===== src/rtl/clk_meas_pkg.sv =====
// clk_meas_pkg: shared types and constants for the clock frequency meter
// Contents:
//   meas_state_t     measurement FSM states (IDLE, GATE, DONE)
//   DEF_GATE_CYCLES  default gate window length in sys_clk cycles
//   DEF_CNT_W        default result counter width
//   gate_cnt_w()     width of a down-counter that must hold gate_cycles-1
package clk_meas_pkg;

    typedef enum logic [1:0] {
        IDLE,
        GATE,
        DONE
    } meas_state_t;

    localparam int DEF_GATE_CYCLES = 1000;
    localparam int DEF_CNT_W       = 16;

    function automatic int gate_cnt_w(input int gate_cycles);
        return (gate_cycles > 2) ? $clog2(gate_cycles) : 1;
    endfunction

endpackage


===== src/rtl/sync_rise_det.sv =====
// sync_rise_det: 2-FF synchronizer plus history register for rising-edge detect
// Ports:
//   sys_clk    in   sampling clock
//   sys_rst_n  in   asynchronous active-low reset, clears all stages to 0
//   async_in   in   asynchronous level to condition
//   s2         out  synchronized level
//   rise       out  one-cycle pulse on a synchronized 0->1 transition
module sync_rise_det (
    input  logic sys_clk,
    input  logic sys_rst_n,
    input  logic async_in,
    output logic s2,
    output logic rise
);

    logic s1;
    logic prev;

    always_ff @(posedge sys_clk or negedge sys_rst_n) begin
        if (!sys_rst_n) begin
            s1   <= 1'b0;
            s2   <= 1'b0;
            prev <= 1'b0;
        end else begin
            s1   <= async_in;
            s2   <= s1;
            prev <= s2;
        end
    end

    assign rise = s2 & ~prev;

endmodule


===== src/rtl/clk_freq_meter.sv =====
// clk_freq_meter: counts rising edges (and optionally high cycles) of a slow clock over a gate window
// Parameters:
//   GATE_CYCLES  gate window length in sys_clk cycles (>= 2)
//   CNT_W        result counter width
// Ports:
//   sys_clk    in   system clock, the only clock
//   sys_rst_n  in   asynchronous active-low reset
//   clk_in     in   clock under measurement, sampled as asynchronous data
//   start      in   single-cycle measurement request, honoured only when idle
//   busy       out  gate window open
//   done       out  one-cycle pulse, results valid
//   edge_cnt   out  rising edges seen in the last window
//   high_cnt   out  sys_clk cycles clk_in was high in the last window
//   overflow   out  a counter saturated in the last window
// Build option:
//   CLK_METER_DUTY_EN  defined: high-time accumulator is built; undefined: high_cnt is 0
module clk_freq_meter
    import clk_meas_pkg::*;
#(
    parameter int GATE_CYCLES = DEF_GATE_CYCLES,
    parameter int CNT_W       = DEF_CNT_W
) (
    input  logic             sys_clk,
    input  logic             sys_rst_n,
    input  logic             clk_in,
    input  logic             start,
    output logic             busy,
    output logic             done,
    output logic [CNT_W-1:0] edge_cnt,
    output logic [CNT_W-1:0] high_cnt,
    output logic             overflow
);

    localparam int               GW        = gate_cnt_w(GATE_CYCLES);
    localparam logic [GW-1:0]    GATE_LOAD = GW'(GATE_CYCLES - 1);
    localparam logic [CNT_W-1:0] CNT_MAX   = '1;

    meas_state_t      state;
    meas_state_t      state_nxt;
    logic [GW-1:0]    gate_cnt;
    logic             s2;
    logic             rise;
    logic             gate_entry;
    logic             gate_last;
    logic [CNT_W-1:0] edge_acc;
    logic [CNT_W-1:0] edge_acc_nxt;
    logic             edge_sat;
    logic             high_sat;
    logic             sticky;
    logic             ovf_nxt;

    sync_rise_det u_sync (
        .sys_clk   (sys_clk),
        .sys_rst_n (sys_rst_n),
        .async_in  (clk_in),
        .s2        (s2),
        .rise      (rise)
    );

    always_comb begin
        state_nxt  = state;
        gate_entry = 1'b0;
        gate_last  = 1'b0;
        unique case (state)
            IDLE: begin
                gate_entry = start;
                state_nxt  = start ? GATE : IDLE;
            end
            GATE: begin
                gate_last = (gate_cnt == '0);
                state_nxt = gate_last ? DONE : GATE;
            end
            DONE:    state_nxt = IDLE;
            default: state_nxt = IDLE;
        endcase
    end

    always_ff @(posedge sys_clk or negedge sys_rst_n) begin
        if (!sys_rst_n) state <= IDLE;
        else            state <= state_nxt;
    end

    // A saturation attempt is an increment request while already at max;
    // the accumulator holds and the sticky flag records it.
    assign edge_sat     = rise && (edge_acc == CNT_MAX);
    assign edge_acc_nxt = edge_acc + CNT_W'(rise & ~edge_sat);
    assign ovf_nxt      = sticky | edge_sat | high_sat;

    always_ff @(posedge sys_clk or negedge sys_rst_n) begin
        if (!sys_rst_n) begin
            gate_cnt <= '0;
            edge_acc <= '0;
            sticky   <= 1'b0;
        end else if (gate_entry) begin
            gate_cnt <= GATE_LOAD;
            edge_acc <= '0;
            sticky   <= 1'b0;
        end else if (state == GATE) begin
            gate_cnt <= gate_cnt - 1'b1;
            edge_acc <= edge_acc_nxt;
            sticky   <= ovf_nxt;
        end
    end

    // The final sample is folded in on the same edge that publishes, so the
    // outputs take the next-value of the accumulators rather than their state.
    always_ff @(posedge sys_clk or negedge sys_rst_n) begin
        if (!sys_rst_n) begin
            busy     <= 1'b0;
            done     <= 1'b0;
            edge_cnt <= '0;
            overflow <= 1'b0;
        end else begin
            busy <= (state_nxt == GATE);
            done <= gate_last;
            if (gate_last) begin
                edge_cnt <= edge_acc_nxt;
                overflow <= ovf_nxt;
            end
        end
    end

`ifdef CLK_METER_DUTY_EN
    logic [CNT_W-1:0] high_acc;
    logic [CNT_W-1:0] high_acc_nxt;

    assign high_sat     = s2 && (high_acc == CNT_MAX);
    assign high_acc_nxt = high_acc + CNT_W'(s2 & ~high_sat);

    always_ff @(posedge sys_clk or negedge sys_rst_n) begin
        if (!sys_rst_n) begin
            high_acc <= '0;
            high_cnt <= '0;
        end else begin
            if (gate_entry)         high_acc <= '0;
            else if (state == GATE) high_acc <= high_acc_nxt;
            if (gate_last)          high_cnt <= high_acc_nxt;
        end
    end
`else
    logic unused_s2;

    assign unused_s2 = s2;
    assign high_sat  = 1'b0;
    assign high_cnt  = '0;
`endif

endmodule


===== config.mk =====
export PLATFORM = sky130hd
export DESIGN_NAME = clk_freq_meter
export DESIGN_NICKNAME = d
export VERILOG_FILES = /design/src/rtl/clk_meas_pkg.sv /design/src/rtl/sync_rise_det.sv /design/src/rtl/clk_freq_meter.sv
export SDC_FILE = /design/constraint.sdc
export NUM_CORES = 1
export LEC_CHECK = 0
export BUFFER_PORTS_ARGS = -buffer_cell sky130_fd_sc_hd__buf_2
export CORE_ASPECT_RATIO = 0.6
export CORE_MARGIN = 1.5
export CORE_UTILIZATION = 40
export CTS_CLUSTER_SIZE = 28
export DETAILED_ROUTE_END_ITERATION = 7
export PLACE_DENSITY_LB_ADDON = 0.08
export SLEW_MARGIN = 20
export SYNTH_ARGS = -nofsm -noshare
export SYNTH_HDL_FRONTEND = slang
export SYNTH_SLANG_ARGS = --single-unit
export TNS_END_PERCENT = 30

===== constraint.sdc =====
create_clock -name sys_clk -period 3 [get_ports sys_clk]
set_input_delay 0.15 -clock sys_clk [delete_from_list [all_inputs] [get_ports sys_clk]]
set_output_delay 0.15 -clock sys_clk [all_outputs]
set_load 0.02 [all_outputs]

# Word-level counts from Yosys, hierarchy flattened
# Cells that the tools add are included.
# word_totals
input_bits	4
ff_bits	51
word_cells	36
# classes
n_reduce_logical	4
n_addsub	2
mux	11
eq_ne	3
n_bitwise	5
# op_table
op	n
2-to-1 mux 16 bit	2
2-to-1 mux 10 bit	2
adder 16 bit	1
bitwise AND 1 x 16 -> 16 bit	1
== test 16 bit, second input constant	1
NOT 1 -> 16 bit	1
logical NOT 10 bit	1
subtractor 10 x 1 -> 10 bit, second input constant	1
2-to-1 mux 1 bit	5
== test 2 x 1 -> 1 bit, second input constant	2
one-hot mux 2 bit (2 select lines)	1
logical NOT 2 bit	1
2-to-1 mux 2 bit	1
nonzero test 2 bit	1
bitwise AND 1 bit	1
logical AND 1 bit	1
NOT 1 bit	1
bitwise OR 1 bit	1

# Logic depth before layout (Yosys ltp)
# logic_depth
ltp_word	8
depth_mapped	11
ltp_nobuf	9

# By module
# From an unflattened synthesis, not the netlist that was laid out.
# hier_totals
cells_unflattened	260
area_unflattened_um2	2518.7
# by_module_without_submodules
mod	area_per_inst_um2	seq_area_each_um2	cells_each	instances
clk_freq_meter	2429.8	1176.1	256	1
sync_rise_det	88.8	75.1	4	1

# Least setup slack after synthesis
# No wires, ideal clock.
# synth_path
path_kind	reg2reg
start	reg edge_acc[7]
end	reg edge_cnt[8]
path_stages_with_launch	12
slack_ps	502
arrival_time_ps	2379
setup_time_ps	119
path_buffers	2
synth_period_minus_slack_ps	2498
cell_sequence	dfrtp_1 -> clkbuf_1 -> nand4_1 -> nor4_1 -> nor3b_1 -> ha_1 -> ha_1 -> and3_1 -> clkbuf_1 -> and3_1 -> xnor2_1 -> o21ai_2
# synth_between
elab_chain_cells	5
# synth_rtl
item	line_no	source
start: declaration	clk_freq_meter.sv:45	logic [CNT_W-1:0] edge_acc;
start signal: assignment	clk_freq_meter.sv:100	edge_acc <= edge_acc_nxt;
== test 16 bit	clk_freq_meter.sv:85	assign edge_sat = rise && (edge_acc == CNT_MAX);
logical AND 1 bit	clk_freq_meter.sv:85	
NOT 1 -> 16 bit	clk_freq_meter.sv:86	assign edge_acc_nxt = edge_acc + CNT_W'(rise & ~edge_sat);
bitwise AND 1 x 16 -> 16 bit	clk_freq_meter.sv:86	
adder 16 bit (*)	clk_freq_meter.sv:86	
end signal: assignment	clk_freq_meter.sv:117	edge_cnt <= edge_acc_nxt;
end: declaration	clk_freq_meter.sv:29	output logic [CNT_W-1:0] edge_cnt,
# Mark *: on every way between the ends. The rest lies on a longest branch, timed or not.
# A chain may end at the register's enable or synchronous reset.

# Worst setup path after layout
# layout_path
start	reg edge_acc[2]
end	reg edge_cnt[12]
# The elaborated chain is that of the path after synthesis.

==> impl_metrics.toml <==
[outcome]
status = "finished clean"

[sta]
fin_skew_ns = 0.007686
fmax_ghz = 0.3688
drv_slew = 0
rsz0062_at_grt = "no"
hold_ws_ns = 0.2155
setup_viol_count_final = 0
hold_viol_final = 0
finalCritPeriodShare = 0.9039
min_period_ns = 2.712
max_slew_margin = 0.4552
tns_ns = 0
worst_pin_slew_ns = 0.8155

[cells_and_area]
layout.nets = 291
drive_gt1_frac = 0.1965
reg_top3 = "edge_acc x16, edge_cnt x16, gate_cnt x10"
antenna_cells = 0
syn_to_final_growth_pct = 8.492
fillerInstances = 621
fin_area_sq_um = 2781

[routing]
avgViaCountPerCell = 4.930
wl_um = 4991
routedWlPerCell_um = 13.53
ant_nets = 0
drtPass1Iterations = 4
drt_iter0_markers = 77
vias = 1819
drc = 0

[die]
die-area_sq_um = 6914
core_area_sq_um = 6138
rows = 22
ioPinCount = 39
initial_core_util = 0.4177
die_width_um = 106.4
die_h_um = 65.01

[global_route]
grt_pass1_vias = 1647
grt_overflow = 0
antenna_found_initial = 0
grt_pass1_wl_um = 8383
grt_max_degree = 34
grt.total_usage = 0.1576

[yosys]
yosys_warnings = 0
synthArstFlopShare = 1.000
synthMuxAreaShare = 0.004392
ys_ff_latch = 50
ys_top_cells_by_area = "dfrtp_1, nand2_1, o21ai_2"
synth_top_area_cell = "dfrtp_1"
syn_avg_cell_area_sq_um = 9.674
syn_area_sq_um = 2564
synth_top_family_by_area = "simple AND/OR/NAND/NOR gates"
synth_most_common_cell = "dfrtp_1"
yosys-top-cells-count = "dfrtp_1, nand2_1, buf_4"
synth_top_area_frac = 0.4880
synthXorXnorAreaFrac = 0.06491
synth_edf_count = 0
synth_ff_type = "dfrtp_1"
synthAdderAreaFrac = 0.01464
ys_seq_area_frac = 0.4880
ys_types = 41
syn_inst = 265
synth_compound_area_frac = 0.1508
yosys.area_share.simple = 0.1889

[clock_network]
ctsResizeCount = 0
cts.htree.levels = 2
clk_pin_slew_ns = 0.10
hold_buffers = 2
clkSinkCount = 50
cts_buffers = 5
ctsRootBufferMaster = "clkbuf_8"
clk_latency_ns = 0.30
clockBufferDepth = 2
cts_tree = "yes"
cts_setup_buffers = 0

[critical_path]
cp_max_fo = 8
path_class = "reg2reg"
endpoint_kind = "register"
cp_data_required_time_ns = 3.19
worst-endpoint-arrival_ns = 2.90
setup.worst_path.start_class = "register"

[placed_design]
hpwl_um = 3557
place_area_sq_um = 2666
place.gp.congestion = 0.7551
io_buffer_count = 22

[power]
power_w = 0.001712
vdd.ir_drop.worst_uv = 249.0
powerDensity_nw_per_um2 = 615.6
p_leak_nw = 1.268

[run]
max-cap-violations = 0

[worst_hold_path]
hold_path_class = "in2reg"
==> cells by family after synthesis <==
group,count (synthesis)
AO/OA/AOI/OAI,58
XOR/XNOR,19
adder cells (fa/ha/maj),3
buffers and inverters,37
flip-flops,50
multiplexers,1
other,1
AND/OR/NAND/NOR,96
==> critical path, stage by stage (launching register included) <==
cell	delay, ns
dfrtp_1	0.47
nand4_1	0.26
nor4_1	0.12
nor3b_1	0.20
ha_1	0.22
ha_1	0.29
nand3_1	0.20
or4_1	0.57
xor2_1	0.20
o21ai_2	0.06
==> metrics by stage <==
step | cells | util | setup slack, ns
after floorplan | 280 | - | 0.5023
after global placement | 359 | 0.4344 | 0.3912
after detailed placement | 359 | 0.4344 | 0.2913
after CTS | 369 | 0.4531 | 0.2893
after global routing | 369 | 0.4531 | 0.04965
final | 369 | 0.4531 | 0.2883
==> report_power, final <==
group / internal [W] / switching [W]
clock: 0.000186 / 0.000226
combinational: 0.000164 / 0.000180
sequential: 0.000797 / 0.000159
total: 0.00115 / 0.000566
==> layer usage <==
layer,part of all wire,vias to the layer above,global-route usage
met1,0.56,843,0.2453
met2,0.39,40,0.2194
li1,-,934,-
met3,0.047,2,0.03320
met4,0.0050,0,0.03547
met5,0,-,0
==> path summary, 6_finish.rpt <==
check,startpoint,slack [ns],cells after the start,end
min,start,0.22,4,sticky
max reg2reg,edge_acc[2],0.29,9,edge_cnt[12]
max in group asynchronous,sys_rst_n,1.82,3,edge_acc[15]
max,edge_acc[2],0.29,9,edge_cnt[12]
min reg2reg,u_sync.s1,0.36,0,u_sync.s2
min in group asynchronous,sys_rst_n,0.44,2,edge_cnt[9]
==> cells in the final DEF (no fill, tap or decap), types with 4 or more instances in the layout <==
| master | netlist | final |
|---|---|---|
| xor2_1 | 5 | 5 |
| conb_1 | 1 | 16 |
| and3_1 | 6 | 6 |
| o21ai_2 | 14 | 14 |
| nand2_1 | 39 | 39 |
| a21oi_1 | 9 | 9 |
| nand4_1 | 5 | 5 |
| xnor2_1 | 14 | 14 |
| nor3_1 | 5 | 5 |
| dfrtp_1 | 50 | 50 |
| o21ai_0 | 15 | 15 |
| nand3_1 | 8 | 8 |
| buf_2 | 0 | 22 |
| nor2_1 | 12 | 12 |
| inv_1 | 5 | 5 |
| nor4_1 | 4 | 4 |
| clkbuf_8 | 0 | 6 |
| a31oi_1 | 9 | 9 |
| a22o_1 | 5 | 5 |
| buf_4 | 16 | 4 |
| nand2b_1 | 4 | 4 |
==> final cells by class <==
type | instances | area, sq um | area share
sequential | 50 | 1251 | 0.4498
multi-input combinational | 193 | 1146 | 0.4121
timing repair buffer | 28 | 160.2 | 0.05758
tap | 84 | 105.1 | 0.03779
clock buffer | 6 | 82.58 | 0.02969
inverter | 6 | 23.77 | 0.008547
clock inverter | 2 | 12.51 | 0.004498
No activity file was read; power rests on OpenSTA's default activity.
